--- src/rtl/ysyx_25040118_ifu_if.sv ---
// Fetch-side bundle: instruction-memory request/response channel plus the decode-facing inst channel.
// master = fetch unit, slave = memory/decode environment.
interface ysyx_25040118_ifu_if;
    logic        imem_req_valid;
    logic        imem_req_ready;
    logic [31:0] imem_req_addr;
    logic        imem_rsp_valid;
    logic [31:0] imem_rsp_data;
    logic        imem_rsp_err;
    logic        inst_valid;
    logic        inst_ready;
    logic [31:0] inst;
    logic [31:0] inst_pc;

    modport master (
        output imem_req_valid, imem_req_addr, inst_valid, inst, inst_pc,
        input  imem_req_ready, imem_rsp_valid, imem_rsp_data, imem_rsp_err, inst_ready
    );

    modport slave (
        input  imem_req_valid, imem_req_addr, inst_valid, inst, inst_pc,
        output imem_req_ready, imem_rsp_valid, imem_rsp_data, imem_rsp_err, inst_ready
    );
endinterface

--- src/rtl/ysyx_25040118_ifu.sv ---
// Fetch unit: one outstanding word fetch, one-entry output slot; 3 cycles/inst with zero-wait memory.
// Backpressure: slot holds inst/inst_pc until decode takes it; no new request is issued meanwhile.
module ysyx_25040118_ifu #(
    parameter logic [31:0] RESET_PC = 32'h8000_0000,
    parameter logic [31:0] PC_STEP  = 32'd4
) (
    input  logic                    clk,
    input  logic                    rst,
    ysyx_25040118_ifu_if.master     bus,
    input  logic                    redirect_valid,
    input  logic [31:0]             redirect_pc,
    input  logic                    halt,
    output logic                    halted,
    output logic                    fetch_fault
);

    typedef enum logic [1:0] {
        FETCH   = 2'd0,
        WAIT    = 2'd1,
        DELIVER = 2'd2,
        HALT    = 2'd3
    } state_t;

    state_t      state_q, state_d;
    logic [31:0] pc_q, pc_d;
    logic [31:0] inst_q, inst_d;
    logic [31:0] inst_pc_q, inst_pc_d;
    logic        drop_q, drop_d;
    logic        halt_pend_q, halt_pend_d;
    logic        fault_q, fault_d;
    logic [31:0] target;

    assign target = redirect_pc & ~32'd3;

    always_ff @(posedge clk) begin
        if (rst) begin
            state_q     <= FETCH;
            pc_q        <= RESET_PC;
            inst_q      <= '0;
            inst_pc_q   <= '0;
            drop_q      <= 1'b0;
            halt_pend_q <= 1'b0;
            fault_q     <= 1'b0;
        end else begin
            state_q     <= state_d;
            pc_q        <= pc_d;
            inst_q      <= inst_d;
            inst_pc_q   <= inst_pc_d;
            drop_q      <= drop_d;
            halt_pend_q <= halt_pend_d;
            fault_q     <= fault_d;
        end
    end

    always_comb begin
        state_d     = state_q;
        pc_d        = pc_q;
        inst_d      = inst_q;
        inst_pc_d   = inst_pc_q;
        drop_d      = drop_q;
        halt_pend_d = halt_pend_q;
        fault_d     = fault_q;

        case (state_q)
            FETCH: begin
                // An accepted request must still be waited out, so halt/redirect become pending.
                if (halt) begin
                    if (bus.imem_req_ready) begin
                        halt_pend_d = 1'b1;
                        state_d     = WAIT;
                    end else begin
                        state_d = HALT;
                    end
                end else if (redirect_valid) begin
                    pc_d = target;
                    if (bus.imem_req_ready) begin
                        drop_d  = 1'b1;
                        state_d = WAIT;
                    end
                end else if (bus.imem_req_ready) begin
                    state_d = WAIT;
                end
            end

            WAIT: begin
                if (halt) begin
                    halt_pend_d = 1'b1;
                end else if (redirect_valid) begin
                    pc_d   = target;
                    drop_d = 1'b1;
                end
                if (bus.imem_rsp_valid) begin
                    if (halt || halt_pend_q) begin
                        state_d = HALT;
                    end else if (drop_q || redirect_valid) begin
                        drop_d  = 1'b0;
                        state_d = FETCH;
                    end else if (bus.imem_rsp_err) begin
                        fault_d = 1'b1;
                        state_d = HALT;
                    end else begin
                        inst_d    = bus.imem_rsp_data;
                        inst_pc_d = pc_q;
                        state_d   = DELIVER;
                    end
                end
            end

            DELIVER: begin
                // Redirect beats a same-cycle handshake: the slot is flushed, no PC step.
                if (halt) begin
                    state_d = HALT;
                end else if (redirect_valid) begin
                    pc_d    = target;
                    state_d = FETCH;
                end else if (bus.inst_ready) begin
                    pc_d    = pc_q + PC_STEP;
                    state_d = FETCH;
                end
            end

            default: begin
                state_d = HALT;
            end
        endcase
    end

    assign bus.imem_req_valid = (state_q == FETCH);
    assign bus.imem_req_addr  = pc_q;
    assign bus.inst_valid     = (state_q == DELIVER);
    assign bus.inst           = inst_q;
    assign bus.inst_pc        = inst_pc_q;
    assign halted             = (state_q == HALT);
    assign fetch_fault        = fault_q;

endmodule

--- src/flat_wrapper.sv ---
// flat-port wrapper written by rule: the top's interface ports become plain ports
module ysyx_25040118_ifu_flat 
#(
    parameter logic [31:0] RESET_PC = 32'h8000_0000,
    parameter logic [31:0] PC_STEP  = 32'd4
)
  (clk, rst, redirect_valid, redirect_pc, halt, halted, fetch_fault, bus_imem_req_valid, bus_imem_req_addr, bus_inst_valid, bus_inst, bus_inst_pc, bus_imem_req_ready, bus_imem_rsp_valid, bus_imem_rsp_data, bus_imem_rsp_err, bus_inst_ready);
  ysyx_25040118_ifu_if bus_i ();
  input  logic clk;
  input  logic rst;
  input  logic redirect_valid;
  input  logic [31:0] redirect_pc;
  input  logic halt;
  output logic halted;
  output logic fetch_fault;
  output wire logic [$bits(bus_i.imem_req_valid)-1:0] bus_imem_req_valid;
  output wire logic [$bits(bus_i.imem_req_addr)-1:0] bus_imem_req_addr;
  output wire logic [$bits(bus_i.inst_valid)-1:0] bus_inst_valid;
  output wire logic [$bits(bus_i.inst)-1:0] bus_inst;
  output wire logic [$bits(bus_i.inst_pc)-1:0] bus_inst_pc;
  input wire logic [$bits(bus_i.imem_req_ready)-1:0] bus_imem_req_ready;
  input wire logic [$bits(bus_i.imem_rsp_valid)-1:0] bus_imem_rsp_valid;
  input wire logic [$bits(bus_i.imem_rsp_data)-1:0] bus_imem_rsp_data;
  input wire logic [$bits(bus_i.imem_rsp_err)-1:0] bus_imem_rsp_err;
  input wire logic [$bits(bus_i.inst_ready)-1:0] bus_inst_ready;
  assign bus_imem_req_valid = bus_i.imem_req_valid;
  assign bus_imem_req_addr = bus_i.imem_req_addr;
  assign bus_inst_valid = bus_i.inst_valid;
  assign bus_inst = bus_i.inst;
  assign bus_inst_pc = bus_i.inst_pc;
  assign bus_i.imem_req_ready = bus_imem_req_ready;
  assign bus_i.imem_rsp_valid = bus_imem_rsp_valid;
  assign bus_i.imem_rsp_data = bus_imem_rsp_data;
  assign bus_i.imem_rsp_err = bus_imem_rsp_err;
  assign bus_i.inst_ready = bus_inst_ready;
  ysyx_25040118_ifu #(.RESET_PC(RESET_PC), .PC_STEP(PC_STEP)) u_core (.clk(clk), .rst(rst), .bus(bus_i), .redirect_valid(redirect_valid), .redirect_pc(redirect_pc), .halt(halt), .halted(halted), .fetch_fault(fetch_fault));
endmodule
--- config.mk ---
export PLATFORM = sky130hd
export DESIGN_NAME = ysyx_25040118_ifu_flat
export DESIGN_NICKNAME = d
export VERILOG_FILES = /design/src/rtl/ysyx_25040118_ifu_if.sv /design/src/rtl/ysyx_25040118_ifu.sv /design/src/flat_wrapper.sv
export SDC_FILE = /design/constraint.sdc
export NUM_CORES = 1
export LEC_CHECK = 0
export ABC_AREA = 1
export BUFFER_PORTS_ARGS = -buffer_cell sky130_fd_sc_hd__buf_2
export CORE_ASPECT_RATIO = 0.5
export CORE_MARGIN = 4
export CORE_UTILIZATION = 45
export DETAILED_ROUTE_END_ITERATION = 16
export PLACE_DENSITY = 0.84
export RECOVER_POWER = 50
export SYNTH_ARGS = -nofsm -noshare
export SYNTH_HDL_FRONTEND = slang
export SYNTH_SLANG_ARGS = --single-unit
--- constraint.sdc ---
create_clock -name clk -period 2.1 [get_ports clk]
set_clock_uncertainty 0.2 [all_clocks]
set_input_delay 0.21 -clock clk [delete_from_list [all_inputs] [get_ports clk]]
set_output_delay 0.21 -clock clk [all_outputs]
set_load 0.01 [all_outputs]
# After elaboration in Yosys (flattened, before gate mapping)
# Index checks and enable logic that the tools add are counted.
# op_classes
bitwise_logic,3
mux,29
eq_ne,15
reduce_logical,12
n_addsub,1
# ops
op,n
$mux W32,5
$pmux W32 S2,1
$add A32 B3 Y32 const B,1
$mux W2,9
$reduce_and A5 Y1,3
$ne A2 B2 Y1 const B,7
$mux W1,11
$reduce_and A4 Y1,2
$ne A3 B2 Y1 const B,2
$pmux W2 S3,1
$eq A2 B2 Y1 const B,2
$ne A2 B1 Y1 const B,2
$ne A4 B3 Y1 const B,1
$pmux W1 S2,2
$reduce_bool A2 Y1,2
$not A1 Y1,3
$reduce_and A3 Y1,1
$eq A2 B1 Y1 const B,1
$logic_not A2 Y1,1
$logic_or A1 B1 Y1,2
$reduce_or A2 Y1,1
# word_totals
register_bits,101
out_inout_bits,100
word_cells,67

# Longest topological paths before layout
# Gate-level depths: netlist of run 1.
# depth
word_depth,6
ltp_mapped,10
depth_no_buf,10

# Worst setup path before layout of run 1
# OpenSTA, ideal clock, no wires.
# synth_timing
kind,register -> register
startpoint,"register u_core.pc_q[3], in the netlist u_core.bus.imem_req_addr[3]"
endpoint,"register u_core.pc_q[20], in the netlist u_core.bus.imem_req_addr[20]"
required_ns,1.784
synth_period_minus_slack_ns,1.826
path_stages_with_launch,11
arrival_time_ns,1.510
path_buffers,0
path_slack_ns,0.274
setup_time_ns,0.116
path_cell_list,dfxtp_1 -> ha_1 -> inv_1 -> nor2_1 -> nand2_1 -> nor2_1 -> nand3_1 -> nand2_1 -> nand2_1 -> o21ai_0 -> nor2_1
# synth_via
elab_chain_len,5
# synth_lines
element,line_no,rtl
start: declaration,ysyx_25040118_ifu.sv:25,"logic [31:0] pc_q, pc_d;"
start signal: assignment,ysyx_25040118_ifu.sv:46,pc_q <= pc_d;
$add A32 B3 Y32,ysyx_25040118_ifu.sv:117,pc_d = pc_q + PC_STEP;
$mux W32,ysyx_25040118_ifu.sv:116,end else if (bus.inst_ready) begin
$mux W32,ysyx_25040118_ifu.sv:113,end else if (redirect_valid) begin
$mux W32,ysyx_25040118_ifu.sv:111,if (halt) begin
$pmux W32 S2,ysyx_25040118_ifu.sv:64,case (state_q)
# Every way passes these cells. The select of a mux whose other input is x is not followed.
# A chain may end at the register's enable or synchronous reset.

# Worst setup path after layout of run 1
# layout_timing
startpoint,"register u_core.pc_q[2], in the netlist u_core.bus.imem_req_addr[2]"
endpoint,"register u_core.pc_q[30], in the netlist u_core.bus.imem_req_addr[30]"
# The elaborated chain is that of the path after synthesis.

==> out/results.txt, run 1 <==
The fraction of final layout cells with drive strength greater than 1 is 13.0%, and the total of flip-flops plus latches after synthesis is 97. CTS built an H-tree with a depth of 3. Count of warnings emitted by yosys: 0.

OpenSTA, run right after detailed placement, puts the worst setup slack at 186 ps. The run finished with clean final reports. In the global route stage, overall resource usage came out at 23.8%. The detailed router's first-iteration violation count came out at 480.

The vias per cell came out at 5.19. The run gives 5 as the number of detailed-routing iterations run before antenna repair. For the number of buffers inserted to repair setup after CTS, the log shows 0. The number of cells on the worst hold path is 5, and the final worst-path cycle share is 93.9%. Along the worst path, the maximum fanout reaches 5.

The combined area of all synthesized cells was 0.00467 mm2. For this configuration, the core starts out at a cell density of 47.8%. The root buffer cell chosen for the clock tree is sky130_fd_sc_hd__clkbuf_16. The vertical die dimension was 80 um. Headroom to the max-slew limit came out at 63.4%.

For this run, asynchronously set or reset flops after synthesis account for 0%. The largest net degree at the start of global routing was 77. The number of cells in the finished layout apart from fillers was 1028. On the critical path, the stage with the largest delay is an instance of sky130_fd_sc_hd__dfxtp_1. The average detailed-routed wire length per instance is 14.7 um, and the max capacitance violation total is 0.

0 antenna diodes ended up in the layout. For the aggregate negative setup slack, the log shows 0 ps. TritonCTS built the clock tree. Leaving out fill and tap cells, the most frequent cells in the layout are sky130_fd_sc_hd__nand2_1 (151), sky130_fd_sc_hd__nor2_1 (148), sky130_fd_sc_hd__dfxtp_1 (97). The setup-violating endpoint count in the final report was 0. Routability-driven placement finished with a final weighted congestion of 0.942. For the worst setup path, the data required time is 2130 ps. The number of clock buffers added by TritonCTS is 9.

In this run the horizontal extent of the chip is 152 um. The clock period minus final worst setup slack works out to 1970 ps. The cell count of the worst reg-to-reg path came out at 11.

The tools report the worst hold slack after final layout as 21.4 ps. Power spread over the standard cell area amounts to 697 mW/mm2. The most used flip-flop cell after synthesis was sky130_fd_sc_hd__dfxtp_1. In this run the standard cell core region covers 0.00976 mm2. Number of slew-limit violations in the final report: 0.

Critical setup path kind: reg -> reg. Row generation in the floorplan step produced 25 rows. Static timing analysis puts the maximum clock frequency at 0.507 GHz. Clock-pin slew was measured on the worst setup and hold paths at 70 ps. The largest area contributor in the synthesized netlist is sky130_fd_sc_hd__dfxtp_1. The worst setup path is captured at a register.

Data arrives at the worst endpoint at 2000 ps. Final layout net count: 961. Clock tree synthesis found a total of 97 sinks.

The logs give 0 for the final hold violation count and 0.363 mV for the peak ir drop on the vdd network. The tools report the global route total overflow as 0. Setup repair after global routing left no endpoint under its margin. The cell with the most instances on the worst path is sky130_fd_sc_hd__nand2_1. The count of nets left with antenna violations once routing finished came out at 0. Sequential cells were found to cover 41.6% of the synthesized design area. Once layout is complete, the utilization of the core stands at 63.1%. In this run the deepest clock path goes through 2 buffers.

The area growth from synthesis to layout is 32.0%. The die area was 0.0122 mm2. Worst min-delay path class: in -> reg. In this design, the stage delay of the slowest critical-path cell is 410 ps. During placement, the flow inserted port buffers numbering 165. After synthesis, the largest area contributor takes up 41.6% of total cell area. The critical path goes through ha_1 -> inv_1 -> nor2_2 -> buf_4 -> inv_1 -> nor2_1 -> nand2_1 -> nand2_1 -> nand3_1 -> nand2_1 -> a21oi_1. Summed over all cells, the static leakage comes to 2.33 nW. A synthesized cell averages 6.69 um2.

The netlist uses 34 different library cells. Wires add up to 15100 um. Ranked by total cell area, the synthesized netlist is headed by sky130_fd_sc_hd__dfxtp_1 (42%), sky130_fd_sc_hd__nand2_1 (12%), sky130_fd_sc_hd__nor2_1 (12%). Most common library cell in the layout ignoring fill and taps: sky130_fd_sc_hd__nand2_1.

The logs give 972 for the number of cells in the design after placement and 697 for the cell count after synthesis. Detailed routing inserted a total of 5331 vias. STA classifies the critical path startpoint as a register.

At the pin with the least slew margin, the transition time is 550 ps. The HPWL after detailed placement was 10100 um. Fill cells in the final layout number 899.

Pin placement for this block handled 172 I/O pins. The via count of the first global-routing pass was 4824. The run gives 0 as the number of antenna violations at the first check in global routing.

Clock latency on the worst-skew pair, taken at its later pin, is 350 ps. The worst path meets setup with 127 ps of slack. For this run, design rule violations remaining after detail routing come to 0. The number of enable-type register cells in the synthesized netlist was 0.

The global-route wire length before repair is 23600 um.
-- state kept, by name (all words and copies together), names as in the netlist --
signal and cells:
u_core.bus.inst 32, u_core.bus.imem_req_addr 30, u_core.bus.inst_pc 30, u_core.state_q 2, u_core.drop_q 1, u_core.fetch_fault 1, u_core.halt_pend_q 1
-- cell usage after synthesis (2+ instances only) --
master / count
sky130_fd_sc_hd__a21oi_1: 48
sky130_fd_sc_hd__a31oi_1: 3
sky130_fd_sc_hd__buf_2: 15
sky130_fd_sc_hd__buf_4: 6
sky130_fd_sc_hd__buf_6: 4
sky130_fd_sc_hd__clkbuf_1: 12
sky130_fd_sc_hd__dfxtp_1: 97
sky130_fd_sc_hd__inv_1: 37
sky130_fd_sc_hd__inv_2: 4
sky130_fd_sc_hd__nand2_1: 152
sky130_fd_sc_hd__nand2_2: 2
sky130_fd_sc_hd__nand3_1: 34
sky130_fd_sc_hd__nand4_1: 5
sky130_fd_sc_hd__nor2_1: 150
sky130_fd_sc_hd__nor2_4: 2
sky130_fd_sc_hd__nor3_1: 3
sky130_fd_sc_hd__o21a_1: 21
sky130_fd_sc_hd__o21ai_0: 81
sky130_fd_sc_hd__o21ai_1: 2
sky130_fd_sc_hd__or2_0: 2
sky130_fd_sc_hd__or2_2: 3
sky130_fd_sc_hd__xnor2_1: 2
-- worst max-delay path, delay by kind of cell (launching register included) --
kind,cells,cell delay (ps)
and+or+nand+nor,6,650
DFF,1,410
buffers and inverters,3,300
adders and majority gates,1,240
AOI/OAI and AO/OA,1,50
-- power by group --
| group | total, mW | internal [mW] | switching (mW) |
|---|---|---|---|
| sequential | 2.05 | 1.93 | 0.120 |
| combinational | 0.687 | 0.286 | 0.400 |
| clock | 1.56 | 0.813 | 0.745 |
-- area by class of cell --
type	count	area [um2]	share of cell area, %
Clock buffer	9	225	3.66
Clock inverter	7	53.8	0.873
Inverter	42	165	2.68
Multi-Input combinational cell	523	2370	38.5
Sequential cell	97	1940	31.5
Tap cell	135	169	2.74
Timing Repair Buffer	215	1240	20.1
-- final timing paths --
path / from / to / slack, ps
hold reg to reg: u_core.fetch_fault / u_core.fetch_fault / 250
setup reg to reg: u_core.bus.imem_req_addr[2] / u_core.bus.imem_req_addr[30] / 130
setup / recovery: u_core.bus.imem_req_addr[2] / u_core.bus.imem_req_addr[30] / 130
hold / removal: redirect_pc[5] / u_core.bus.imem_req_addr[5] / 20
-- through the flow --
step | area [um2] | power [mW]
after floorplan | 4680 | 2.46
after global placement | 5560 | 2.70
after detailed placement | 5560 | 2.72
after CTS | 6220 | 4.32
after global routing | 6160 | 4.49
final | 6160 | 4.29
-- kinds of logic (layout without fill, tap and decap cells) --
family          after synthesis  count (layout)  synth area share [%]
compound gates              159             159                  18.5
xor+xnor                      3               3                 0.563
fa+ha+maj                     1               1                 0.268
buf+inv                      80             273                  8.02
flops                        97              97                  41.6
other cells                   1               4                0.0804
simple gates                356             356                  31.0
-- metal layers --
layer | GRT usage, % | up-vias | wire [um]
met4 | 7.62 | 0 | 277
li1 | - | 2635 | -
met5 | 0 | - | 0
met3 | 5.85 | 26 | 1270
met2 | 40.5 | 258 | 7070
met1 | 30.0 | 2412 | 6520
-- timing repair --
item	in CTS	in global routing
hold buffers	38	0
endpoints found under the setup margin	0	64
gates resized for setup	0	5
hold endpoints to repair	38	0
No activity file was read; power rests on OpenSTA's default activity.
==> run 2, diff against run 1 <==
Settings changed: ABC_AREA 1 to default, GPL_TIMING_DRIVEN from default to 0.
==> run 2 against run 1 <==
Against the previous run:
- wire length grew 7.9%
- worst hold slack lost 18 ps
- the flow now finishes with violations (negative setup slack)
- utilization grew 4.2 points
- count of clock-buffer cells in the layout increased by 2
- flip-flop and latch count stayed put
- synthesized area down 3.9%
- synthesized cell count fell by 15%
- total power grew 0.38%
- worst setup slack worse by 170 ps
- global-route usage rose by 2.9 points
- via count increased by 1.1%
==> out/results.txt, run 2 <==
Counting flops with a built-in enable in the synthesized netlist gives 0. The number of flip-flops under the largest register name came out at 32. For the final routed database, the setup TNS stands at -40.5 ps. The most common cell in the synthesized netlist is sky130_fd_sc_hd__nand2_1. The flow ran to the end, but the final reports show violations.

The library cell used most frequently in the layout, excluding fill and tap cells, is sky130_fd_sc_hd__nand2_1. The tree is rooted in a sky130_fd_sc_hd__clkbuf_16. Number of slew-limit violations in the final report: 0.

The number of antenna diodes in the final layout is 0. The final instance area came out at 0.00644 mm2. The routed wire length is 16300 um, and the worst setup slack after layout is -40.5 ps. Using the TritonRoute via totals, the vias-per-cell ratio works out to 5.58. TritonCTS built the clock tree. The pin slew with the least headroom to its limit came out at 698 ps. The run gives 6490 um as the met1 routed wirelength after detailed routing.

The max capacitance violation total was 0; the setup-violating endpoint count in the final report was 1. After the last flow step, the layout net total stands at 899. In this run, distinct cell masters in the synthesized netlist total 58. Number of buffers inserted by port buffering: 163.

The total number of clock tree sinks was 97; the worst slack at placement was -266 ps. After clock tree synthesis, the clock-pin slew on the worst setup and hold paths is 70 ps. Endpoint required time on the critical path: 2170 ps. The critical setup path kind is reg -> reg. The floorplan has 25 rows. The tools report the instance area at placement as 0.00548 mm2. Sort of element at the end of the critical path: a register. For this design the ratio of total power to cell area is 668 mW/mm2. In the layout the commonest cells are sky130_fd_sc_hd__nand2_1 (153), sky130_fd_sc_hd__buf_2 (104), sky130_fd_sc_hd__dfxtp_1 (91). The clock period minus final worst setup slack is 2140 ps, and the static leakage is 2.52 nW. Yosys printed 0 warnings. The total of flip-flops plus latches after synthesis is 97. The routed design uses 7710 um of met2 wire. For this run, design rule violations remaining after detail routing come to 0. Summing all multi-input logic gate instances after layout gives 0.00239 mm2. After the first detailed-routing iteration, the DRC count stood at 603.

The checks that failed: negative setup slack. The H-tree was split into 3 levels. The HPWL after detailed placement is 11000 um, and the peak ir drop on the vdd network is 0.466 mV. Setup repair after global routing could not meet its margin everywhere. The floorplan step defined a die boundary enclosing 0.0117 mm2. The logs give 17 for the largest net degree at the start of global routing and 0 for the remaining number of nets flagged by the antenna check after routing. Summed over all instances, the cell type with the most area after synthesis is sky130_fd_sc_hd__dfxtp_1. The number of antenna violations at the first check in global routing was 0. Fill cells in the final layout number 804.

The cell count after synthesis came out at 592. Area growth from synthesis to final layout: 43.8%. For the top achievable clock speed, the log shows 0.467 GHz.

The maximum fanout encountered on the critical timing path is 6, and the combined area of all synthesized cells is 0.00448 mm2. The starting density of the core was 46.8%. In this run the tightest slew margin relative to its limit is 53.5%. The final hold violation count was 0; the worst endpoint data arrival time was 2210 ps.

In the global route stage, overall resource usage came out at 26.7%. Across all layers, the routed design uses 5387 vias. The region available for standard cell placement spans 0.00957 mm2.

In the synthesized netlist, the cells that appear most often are sky130_fd_sc_hd__nand2_1 (153), sky130_fd_sc_hd__dfxtp_1 (97), sky130_fd_sc_hd__a21oi_1 (83). Summed over all layers, the global routing overflow is 0. The topmost layer with routed signal wires was met4. Counting the buffers created by CTS gives 9.

From left edge to right edge, the die measures 149 um. The first TritonRoute pass finished after 6 iterations. For this run, the share of the core covered by cells in the final layout is 67.3%. Average cell area after synthesis: 7.57 um2. The tools report the routability congestion estimate as 0.946.

The launching element type of the critical path was a register. The routed length on met3 was 1610 um. The via count of the first global-routing pass came out at 5186. The tools report the global-route wire length before repair as 25100 um.

The min-delay analysis places its worst path in the category in -> reg. No sink is reached through more buffers than the 2 on the longest clock path. The final worst-path cycle share works out to 102%.

Registers take 0.00195 mm2. Ranked by total cell area, the synthesized netlist is headed by sky130_fd_sc_hd__dfxtp_1 (43%), sky130_fd_sc_hd__nand2_1 (13%), sky130_fd_sc_hd__a21oi_1 (9.3%). The later pin in the worst-skew pair is clocked with a latency of 350 ps. The floorplan step set the die height to 78.6 um. Of all flip-flops after synthesis, the portion carrying an async set or reset was 0%. For this run, the register share of the synthesized area comes to 43.3%. The run gives 172 as the number of placed I/O pins. Summed over its instances, the top area cell type makes up 43.3% of the synthesized netlist area. In the final routed layout, each cell accounts on average for 16.9 um. The most used flip-flop cell after synthesis was sky130_fd_sc_hd__dfxtp_1. In the final layout, the share of cells above drive strength 1 is 22.4%.
==> run 2: cell count changes in the layout (fill, tap and decap cells not counted), moves of 9 or more <==
| cell | previous run | this run |
|---|---|---|
| sky130_fd_sc_hd__nor2_1 | 148 | 36 |
| sky130_fd_sc_hd__o21ai_0 | 81 | 19 |
| sky130_fd_sc_hd__a21oi_1 | 48 | 83 |
| sky130_fd_sc_hd__inv_1 | 37 | 2 |
| sky130_fd_sc_hd__buf_2 | 72 | 104 |
| sky130_fd_sc_hd__nand3_1 | 34 | 15 |
| sky130_fd_sc_hd__o21a_1 | 21 | 2 |
| sky130_fd_sc_hd__a31oi_1 | 3 | 14 |
| sky130_fd_sc_hd__buf_4 | 7 | 17 |
| sky130_fd_sc_hd__a22oi_1 | 0 | 9 |
| sky130_fd_sc_hd__clkbuf_1 | 94 | 85 |
| sky130_fd_sc_hd__clkbuf_2 | 0 | 9 |
| sky130_fd_sc_hd__dlygate4sd3_1 | 38 | 47 |
==> run 2: stage by stage <==
step	power, mW	instances	hold WS [ps]
after detailed placement	2.45	893	243
final	4.31	966	3.41
after floorplan	2.24	595	136
after global routing	4.45	966	21.4
after CTS	4.30	959	0.776
after global placement	2.44	893	239
==> run 2: what timing repair did <==
action | in CTS | in global routing
gates cloned | 0 | 1
setup endpoints to repair | 84 | 86
pin swaps | 3 | 6
hold buffers | 47 | 0
endpoints found under the hold margin | 46 | 0
setup buffers | 5 | 7
resized for setup | 24 | 30
==> run 2: cells by family (layout without fill, tap and decap cells) <==
logic type | after synthesis | count (layout) | share of synthesized area [%]
compound gates | 155 | 155 | 20.4
other cells | 1 | 4 | 0.0837
xor+xnor | 1 | 1 | 0.195
fa+ha+maj | 1 | 1 | 0.279
flops | 97 | 97 | 43.3
mux | 4 | 4 | 0.949
simple gates | 281 | 281 | 29.4
buf+inv | 52 | 288 | 5.36
==> run 2: layout make-up <==
type | instances | share of cell area (%)
inverter | 2 | 0.117
sequential | 97 | 30.3
timing repair buffer | 223 | 20.8
multi-input combinational | 446 | 37.1
clock inverter | 5 | 1.32
clock buffer | 11 | 3.61
tap | 135 | 2.62
buffer | 47 | 4.14
==> run 2: per-layer routing <==
metal,GRT usage [%],vias to the layer above
li1,-,2535
met3,6.75,61
met5,0,-
met1,32.0,2486
met2,46.0,305
met4,10.9,0
==> run 2: critical path, stage by stage (launching register included) <==
cell and delay (ps):
sky130_fd_sc_hd__dfxtp_2 350, sky130_fd_sc_hd__buf_6 120, sky130_fd_sc_hd__or3b_4 420, sky130_fd_sc_hd__buf_8 150, sky130_fd_sc_hd__or3_4 340, sky130_fd_sc_hd__nor3_4 210
sky130_fd_sc_hd__o22ai_1 110, sky130_fd_sc_hd__a21oi_1 150
==> run 2: power by group <==
group / total (mW) / switching [mW] / internal, mW
clock network: 1.78 / 0.725 / 1.05
registers: 1.97 / 0.0783 / 1.89
logic: 0.559 / 0.298 / 0.261
total: 4.31 / 1.10 / 3.21
==> run 2: worst paths after layout <==
path	slack (ps)	cells past startpoint	start	end
max	-40	7	u_core.state_q[1]	u_core.bus.imem_req_addr[22]
min	3	4	redirect_pc[11]	u_core.bus.imem_req_addr[11]
max reg2reg	-40	7	u_core.state_q[1]	u_core.bus.imem_req_addr[22]
min reg2reg	250	2	u_core.bus.inst[15]	u_core.bus.inst[15]
==> run 3, diff against run 2 <==
==> constraint.sdc (replaced) <==
create_clock -name clk -period 2.6 [get_ports clk]
set_clock_uncertainty 0.2 [all_clocks]
set_input_delay 0 -clock clk [delete_from_list [all_inputs] [get_ports clk]]
set_output_delay 0 -clock clk [all_outputs]
set_load 0.01 [all_outputs]
==> run 3 against run 2 <==
Against the previous run:
- the run now ends clean
- die area did not move
- worst hold slack gained 69 ps
- via count increased by 0.50%
- highest routed layer unchanged
==> out/results.txt, run 3 (synthesized netlist as in run 2, its figures left out) <==
The endpoint of the worst hold path was u_core.bus.imem_req_addr[20]. The largest stage delay on the critical path is 470 ps. The final layout net count was 910. The largest net degree at the start of global routing is 17, and the fraction of final layout cells with drive strength greater than 1 is 14.1%. The worst min-delay path class is in -> reg. Of all nets on the critical path, the largest fanout is 8. The number of antenna violations at the first check in global routing is 0, and the total number of clock tree sinks is 97. The run gives 0.0117 mm2 as the die area. In this run, post-CTS repair resized a total of 0 instances. Power density over the cells: 545 mW/mm2. The critical setup path kind was reg -> reg. The startpoint identified for the worst hold timing path is rst. The logs give 46.8% for the starting density of the core and 0 for the max capacitance violation total.

The worst slack at placement came out at 234 ps. Endpoint of the most critical register-to-register path: u_core.bus.imem_req_addr[24]. Clock period minus final worst setup slack: 2420 ps. Dividing the detail-routed via count by the number of cells gives 5.54. Across all layers, the routed design uses 5414 vias. The tools report the remaining number of nets flagged by the antenna check after routing as 0. Clock-pin slew was measured on the worst setup and hold paths at 70 ps. The number of slew-limit violations in the final report is 0, and the routed wire length is 16400 um.

The worst endpoint data arrival time is 2420 ps, and the setup-violating endpoint count in the final report is 0. The pre-antenna-repair detailed-routing pass consisted of 6 iterations. For the via count of the first global-routing pass, the log shows 5258. The tools report the clock latency of the later-clocked register in the worst-skew pair as 350 ps. The cell count of the worst reg-to-reg path was 7. TritonCTS built the clock tree.

The wire-length estimate of the detail-placed layout is 11000 um. The H-tree was split into 3 levels. In the layout the commonest cells are sky130_fd_sc_hd__nand2_1 (153), sky130_fd_sc_hd__clkbuf_1 (123), sky130_fd_sc_hd__dfxtp_1 (97).

The top achievable clock speed is 0.414 GHz. The worst pin sits at a relative slew slack of 54.4%. Critical-path cell with the highest stage delay: sky130_fd_sc_hd__dfxtp_1. The average detailed-routed wire length per instance was 16.7 um; the number of cells on the worst hold path was 3. Setup repair after global routing left no endpoint under its margin. The library cell used most frequently in the layout, excluding fill and tap cells, is sky130_fd_sc_hd__nand2_1. At the end of routability-driven placement, the weighted congestion stood at 0.946. The worst register-to-register path begins at u_core.bus.imem_req_addr[2]. In this run the register-to-register setup slack is 180 ps. The final worst-path cycle share was 93.0%. For the final hold violation count, the log shows 0. The analysis attributes to cell leakage a power of 2.36 nW.

After routing, the total negative slack on setup checks comes to 0 ps. From synthesis to final layout, the design area changed by 42.0%. The count of buffering cells on the critical path with inverters included was 1; the placeable core region was 0.00957 mm2.

VDD sags by at most 0.372 mV. Number of buffers inserted by port buffering: 163. After detailed routing, the number of remaining DRC violations is 0. The tools report the number of placed I/O pins as 172.

STA classifies the critical path endpoint as a register. After the first detailed-routing iteration, the DRC count stood at 568. The floorplan row count was 25. The run finished with clean final reports. The die is 78.6 um tall.

The signal on the critical path passes through ha_1 -> and3_1 -> clkbuf_1 -> nand4_2 -> o311a_1 -> a21oi_1 -> a31oi_1. Endpoint required time on the critical path: 2600 ps. Total CTS buffers: 9.

After clock tree synthesis, the setup repair step added 0 buffers. Fill cells in the final layout number 831. Root cell of the clock tree: sky130_fd_sc_hd__clkbuf_16. The repair_antennas step left the layout with diodes totalling 0. On the critical path the largest part of the delay comes from compound AO/OA/AOI/OAI gates. Once routing completed, OpenROAD measured the worst setup slack at 182 ps.

The first global-routing pass estimated 25600 um of wire. The register with the most flip-flops in the layout has 32 of them. For the pin with the worst max-slew slack, the measured transition is 685 ps.

Measured along the x axis, the die boundary spans 149 um. STA classifies the critical path startpoint as a register. For the overall routing resource usage, the log shows 27.3%.

Counting along the longest clock path gives a buffer depth of 2. Global routing finished with a remaining overflow of 0.
## run 3: stage by stage
stage / util (%) / hold slack (ps) / cell area [um2] / cells / power [mW]
floorplan: - / -74.1 / 4490 / 595 / 1.81
global placement: 57.2 / 39.4 / 5480 / 893 / 1.97
detailed placement: 57.2 / 44.3 / 5480 / 893 / 1.98
CTS: 67.8 / 41.8 / 6490 / 978 / 3.49
global route: 66.5 / 121 / 6370 / 977 / 3.59
finish: 66.5 / 72.7 / 6370 / 977 / 3.47
## run 3: worst max-delay path by stage
| stage | cells after the start | slack (ps) | to | from |
|---|---|---|---|---|
| 2_1_floorplan | 7 | 520 | u_core.bus.imem_req_addr[24] | u_core.bus.imem_req_addr[2] |
| 3_3_place_gp | 7 | 310 | u_core.bus.imem_req_addr[24] | u_core.bus.imem_req_addr[2] |
| 3_5_place_dp | 8 | 230 | u_core.bus.inst_pc[2] | u_core.state_q[1] |
| 4_1_cts | 7 | 220 | u_core.bus.imem_req_addr[24] | u_core.bus.imem_req_addr[2] |
| 5_1_grt | 7 | 50 | u_core.bus.inst[9] | u_core.state_q[1] |
| 6_report | 7 | 180 | u_core.bus.imem_req_addr[24] | u_core.bus.imem_req_addr[2] |
## run 3: power breakdown
group	switching, mW	internal (mW)	leakage (nW)
Clock	0.582	0.851	0.151
Combinational	0.241	0.209	1.42
Sequential	0.0610	1.53	0.786
## run 3: layer usage
layer  part of all wire [%]  vias to the layer above  track usage (%)
met5                      0                        -                0
li1                       -                     2552                -
met3                    9.3                       65             5.94
met4                    3.7                        0             12.8
met2                     47                      321             47.1
met1                     39                     2476             32.6
## run 3: repair_timing
action | 4_1_cts | 5_1_grt
hold endpoints to repair | 65 | 0
setup endpoints to repair | 0 | 5
hold buffers | 69 | 0
## run 3: worst register-to-register path: stages (launching register included)
cell and delay [ps]:
sky130_fd_sc_hd__dfxtp_1 470, sky130_fd_sc_hd__ha_1 240, sky130_fd_sc_hd__and3_1 160, sky130_fd_sc_hd__clkbuf_1 260
sky130_fd_sc_hd__nand4_2 320, sky130_fd_sc_hd__o311a_1 430, sky130_fd_sc_hd__a21oi_1 110, sky130_fd_sc_hd__a31oi_1 90
## run 3: final cells by class
cell class	count	area (um2)	area share [%]
multi-input cells	446	2310	36.3
well taps	135	169	2.65
clock buffers	11	233	3.66
inverters	2	7.51	0.118
plain buffers	49	229	3.60
clock inverters	5	85.1	1.34
flip-flops and latches	97	1940	30.5
repair buffers	232	1390	21.8
